**src/rtl/alu_share_arbiter.sv**
```systemverilog
// Round-robin arbiter that shares one combinational ALU/branch-compare
// datapath between NUM_REQ requesters.
// Each accepted request is answered one cycle later from a per-requester
// response register.
// Optional feature: define ALU_SHARE_ARB_LOCK_EN to add req_lock. A requester
// accepted with req_lock=1 keeps exclusive access until it is accepted with
// req_lock=0.
module alu_share_arbiter #(
  parameter int unsigned NUM_REQ = 2,
  parameter int unsigned IDX_W   = 2
) (
  input  logic                    clk,
  input  logic                    reset,
  input  logic [NUM_REQ-1:0]      req_valid,
  output logic [NUM_REQ-1:0]      req_ready,
  input  logic [NUM_REQ*5-1:0]    req_exe_fun,
  input  logic [NUM_REQ*32-1:0]   req_op1,
  input  logic [NUM_REQ*32-1:0]   req_op2,
`ifdef ALU_SHARE_ARB_LOCK_EN
  input  logic [NUM_REQ-1:0]      req_lock,
`endif
  output logic [NUM_REQ-1:0]      resp_valid,
  input  logic [NUM_REQ-1:0]      resp_ready,
  output logic [NUM_REQ*32-1:0]   resp_data,
  output logic [NUM_REQ-1:0]      resp_branch,
  output logic [4:0]              alu_exe_fun,
  output logic [31:0]             alu_op1,
  output logic [31:0]             alu_op2,
  input  logic [31:0]             alu_out,
  input  logic                    alu_branch_take,
  output logic [IDX_W-1:0]        grant_idx
);

  logic [NUM_REQ-1:0]    resp_valid_q, resp_valid_d;
  logic [NUM_REQ-1:0]    resp_branch_q, resp_branch_d;
  logic [NUM_REQ*32-1:0] resp_data_q, resp_data_d;
  logic [IDX_W-1:0]      last_grant_q, last_grant_d;

  logic [NUM_REQ-1:0]    eligible;
  logic [NUM_REQ-1:0]    gnt;
  logic                  grant_valid;
  logic [IDX_W-1:0]      grant_sel;

`ifdef ALU_SHARE_ARB_LOCK_EN
  logic                  lock_q, lock_d;
  logic [IDX_W-1:0]      lock_idx_q, lock_idx_d;
`endif

  // A requester may be granted only if its response slot is free or drains now.
  always_comb begin
    eligible = '0;
    for (int i = 0; i < NUM_REQ; i++) begin
      eligible[i] = req_valid[i] && (!resp_valid_q[i] || resp_ready[i]) && !reset;
`ifdef ALU_SHARE_ARB_LOCK_EN
      if (lock_q && (lock_idx_q != IDX_W'(i))) begin
        eligible[i] = 1'b0;
      end
`endif
    end
  end

  // Round-robin pick: lowest eligible index above last_grant, else lowest overall.
  always_comb begin
    logic             hi_valid, lo_valid;
    logic [IDX_W-1:0] hi_sel, lo_sel;
    hi_valid = 1'b0;
    lo_valid = 1'b0;
    hi_sel   = '0;
    lo_sel   = '0;
    // Descending scan so the lowest matching index is assigned last.
    for (int i = NUM_REQ - 1; i >= 0; i--) begin
      if (eligible[i]) begin
        lo_valid = 1'b1;
        lo_sel   = IDX_W'(i);
        if (IDX_W'(i) > last_grant_q) begin
          hi_valid = 1'b1;
          hi_sel   = IDX_W'(i);
        end
      end
    end
    grant_valid = hi_valid || lo_valid;
    grant_sel   = hi_valid ? hi_sel : lo_sel;
  end

  // One-hot grant, request handshake and shared ALU operand mux.
  always_comb begin
    gnt         = '0;
    alu_exe_fun = '0;
    alu_op1     = '0;
    alu_op2     = '0;
    for (int i = 0; i < NUM_REQ; i++) begin
      if (grant_valid && (grant_sel == IDX_W'(i))) begin
        gnt[i]      = 1'b1;
        alu_exe_fun = req_exe_fun[i*5 +: 5];
        alu_op1     = req_op1[i*32 +: 32];
        alu_op2     = req_op2[i*32 +: 32];
      end
    end
    req_ready = gnt;
    grant_idx = grant_valid ? grant_sel : last_grant_q;
  end

  // Next state: capture ALU result on accept, otherwise drain on resp_ready.
  always_comb begin
    resp_valid_d  = resp_valid_q;
    resp_branch_d = resp_branch_q;
    resp_data_d   = resp_data_q;
    for (int i = 0; i < NUM_REQ; i++) begin
      if (gnt[i]) begin
        resp_valid_d[i]          = 1'b1;
        resp_branch_d[i]         = alu_branch_take;
        resp_data_d[i*32 +: 32]  = alu_out;
      end else if (resp_ready[i]) begin
        resp_valid_d[i] = 1'b0;
      end
    end
    last_grant_d = grant_valid ? grant_sel : last_grant_q;
`ifdef ALU_SHARE_ARB_LOCK_EN
    lock_d     = lock_q;
    lock_idx_d = lock_idx_q;
    // The lock follows the req_lock bit of every accepted op.
    if (grant_valid) begin
      lock_d     = |(gnt & req_lock);
      lock_idx_d = grant_sel;
    end
`endif
  end

  // State registers; reset drops any pending responses.
  always_ff @(posedge clk or posedge reset) begin
    if (reset) begin
      resp_valid_q  <= '0;
      resp_branch_q <= '0;
      resp_data_q   <= '0;
      last_grant_q  <= IDX_W'(NUM_REQ - 1);
`ifdef ALU_SHARE_ARB_LOCK_EN
      lock_q        <= 1'b0;
      lock_idx_q    <= '0;
`endif
    end else begin
      resp_valid_q  <= resp_valid_d;
      resp_branch_q <= resp_branch_d;
      resp_data_q   <= resp_data_d;
      last_grant_q  <= last_grant_d;
`ifdef ALU_SHARE_ARB_LOCK_EN
      lock_q        <= lock_d;
      lock_idx_q    <= lock_idx_d;
`endif
    end
  end

  assign resp_valid  = resp_valid_q;
  assign resp_data   = resp_data_q;
  assign resp_branch = resp_branch_q;

endmodule
```
**config.mk**
```make
export PLATFORM = sky130hd
export DESIGN_NAME = alu_share_arbiter
export DESIGN_NICKNAME = d
export VERILOG_FILES = /design/src/rtl/alu_share_arbiter.sv
export SDC_FILE = /design/constraint.sdc
export NUM_CORES = 1
export LEC_CHECK = 0
export CAP_MARGIN = 25
export CORE_AREA = 2 2 124 126
export CTS_CLUSTER_DIAMETER = 150
export DETAILED_ROUTE_END_ITERATION = 8
export DIE_AREA = 0 0 126 128
export PLACE_DENSITY = 0.66
export SYNTH_ARGS = -nofsm -noshare
export SYNTH_HDL_FRONTEND = slang
export SYNTH_SLANG_ARGS = --single-unit
```
**constraint.sdc**
```tcl
create_clock -name clk -period 2.13 [get_ports clk]
set_clock_uncertainty 0.1 [all_clocks]
set_input_delay 0.3195 -clock clk [delete_from_list [all_inputs] [get_ports clk]]
set_output_delay 0.3195 -clock clk [all_outputs]
set_load 0.03 [all_outputs]
```
==> qor.yml <==
drc: 0
use_met1: 0.252
port-buffer-count: 317
cts_buffers: 9
hpwl_um: 13100
failed_checks: "negative setup slack"
report.final.setup_viol: 94
critical-path-top-delay-family: "compound AO/OA/AOI/OAI gates"
grt_pass1_vias: 4197
ant_nets: 0
die_h_um: 128
worstHoldPathType: "in2async"
die_width_um: 126
cts-root-buf: "clkbuf_16"
period_share: 1.15
use_met2: 0.386
antenna_found_initial: 11
cp_num_buf_inv: 2
viasPerCell: 4.68
ys_seq_area_frac: 0.519
syn-cell-area_mm2: 0.00338
rsz0062_at_grt: "true"
worst_pin_slew_ns: 0.390
p_per_area_mw_per_mm2: 820
irDropWorstVdd_v: 0.000693
place_area_mm2: 0.00687
crit_required_ns: 1.71
h-tree-depth: 3
die_area_mm2: 0.0161
crit_cells: 5
final_area_mm2: 0.00834
critical_path_class: "reg2out"
ys_types: 22
drt_iter0_markers: 139
cp_cell_sequence: "or2_4 -> o311a_4 -> buf_12 -> a22o_2 -> buf_6"
fp.coreArea_mm2: 0.0149
final_util: 0.561
synthCells: 244
start_util: 0.227
firstDrtPassIters: 4
gr-usage-all-layers: 0.224
synth_nets: 421
yosys_warnings: 0
period_needed_ns: 2.45
fill_cells: 1227
grt_use_met3: 0.0927
critPathCaptureType: "output pin"
avgSynthCellArea_um2: 13.9
p_leak_nw: 3.59
num_io_pins: 318
slew_headroom: 0.740
wl_per_cell_um: 23.2
syn_to_final_growth_pct: 147
fp-row-count: 45
overflow: 0
setup_ws_ns: -0.318
grt_pass1_wl_um: 26500
maxCapViolCount: 0
cp.arrival_ns: 2.03
ys_ff_latch: 70
slowest_stage: "o311a_4"
outcome: "finished, violations left"
drv_slew: 0
worst_setup_path_start_kind: "flip-flop"
clock.fmax_mhz: 409
cpPeakStageDelay_ns: 0.41
cts.path.max_buffers: 2
wl_um: 18400
num-nets-final: 769
cts_hold_buf: 0
cp_max_fo: 28
vias: 3710
clk_latency_ns: 0.33
ys.flop_type: "dfrtp_1"
drive_above_1_share: 0.456
grt_max_degree: 40
rr_worst_depth: 10
gp_congestion: 0.922
hold_violations: 0
synth_edf_count: 0
cts_tree: "built"
grt_busiest_layer: "met2"
fin_tns_setup_ns: -21.17
clock-sinks: 70
clk_pin_slew_worst_paths_ns: 0.06
async_reset_ff_frac: 1.00
worst min-delay path, cell delays in order:
cell and delay [ns]:
dlygate4sd2_1 0.28, buf_4 0.15, clkinvlp_4 0.22
stage by stage:
step	hold slack [ns]	std cells	total power, W	setup slack [ns]
floorplan	0.354	244	0.00319	0.00168
detailed placement	0.374	744	0.00455	-0.372
CTS	0.160	786	0.00688	-0.331
finish	0.163	793	0.00684	-0.318
global route	0.184	789	0.00709	-0.365
global placement	0.371	744	0.00451	-0.349
flip-flops by register name, summed over array words and instances, names as in the netlist:
name          count
resp_valid        2
last_grant_q      2
resp_data        64
resp_branch       2
placed cells by master (no fill, tap or decap):
master and count:
buf_6 66, a22o_2 36, mux2_2 43, mux2_4 23, clkdlybuf4s50_1 242, buf_12 25
clkinvlp_4 1, clkinv_4 1, and2_1 1, bufinv_16 4, buf_8 2, clkbuf_16 9
a21o_1 1, dfrtp_2 1, dfrtp_1 68, clkbuf_8 2, diode_2 8, o311a_4 1
nor2b_4 2, buf_16 9, a22o_4 27, nand2b_4 2, buf_4 14, o21ai_0 1
a311oi_4 1, a21oi_1 1, dfstp_2 1, inv_1 1, a22o_1 6, or2_4 2
nor2_1 1, a2bb2oi_1 1, dlymetal6s2s_1 1, dlygate4sd2_1 1
routing by layer:
layer | up-vias | part of all wire | wire length, um
met4 | 6 | 0.024 | 436
met1 | 1827 | 0.38 | 7020
met3 | 33 | 0.095 | 1740
met2 | 197 | 0.50 | 9120
li1 | 1647 | - | -
met5 | - | 0.0024 | 44
power by group:
group          leakage, nW  internal [W]  switching, W
registers            0.823       0.00163      0.000168
clock network        0.186       0.00133      0.000560
logic                 2.58       0.00165       0.00150
timing repair:
action                                  CTS  global route
endpoints found under the hold margin     0             0
gates cloned                             13             0
resized for setup                       141            15
setup buffers                            14             5
endpoints found under the setup margin   93            95
pin swaps                                 5             3
logic make-up (layout without fill, tap and decap cells):
logic type             count (synthesis)  count (layout)  synth area share
AO/OA/AOI/OAI                         75              75             0.194
flip-flops                            70              70             0.519
multiplexers                          66              66             0.220
buffers and inverters                 25             378            0.0533
AND/OR/NAND/NOR                        8               8            0.0141
other                                  0               8                 0
path summary, 6_finish.rpt:
check	from	to	slack, ns
min reg2reg	resp_data[42]	resp_data[42]	0.41
min in group clk	resp_data[42]	resp_data[42]	0.41
max	last_grant_q[0]	alu_op1[31]	-0.32
max in group asynchronous	reset	resp_data[63]	1.28
max reg2reg	last_grant_q[0]	resp_data[45]	-0.11
min	reset	resp_data[13]	0.16
layout make-up:
class | instances | area (um2) | share of cell area
Multi-Input combinational cell | 149 | 1870 | 0.224
Timing Repair Buffer | 360 | 4070 | 0.488
Clock inverter | 5 | 129 | 0.0154
Inverter | 2 | 11.3 | 0.00135
Sequential cell | 70 | 1750 | 0.210
Clock buffer | 11 | 253 | 0.0303
Tap cell | 188 | 235 | 0.0282
Antenna cell | 8 | 20.0 | 0.00240
cell usage after synthesis, types with 2 or more instances:
cell / number / area (um2)
a22o_1: 69 / 604
dfrtp_1: 69 / 1730
mux2_2: 59 / 664
buf_2: 12 / 60.1
buf_6: 9 / 101
mux2_1: 7 / 78.8
inv_1: 2 / 7.51
nand2b_1: 2 / 12.5
nor2b_1: 2 / 12.5
Power figures use the tool's default switching activity.
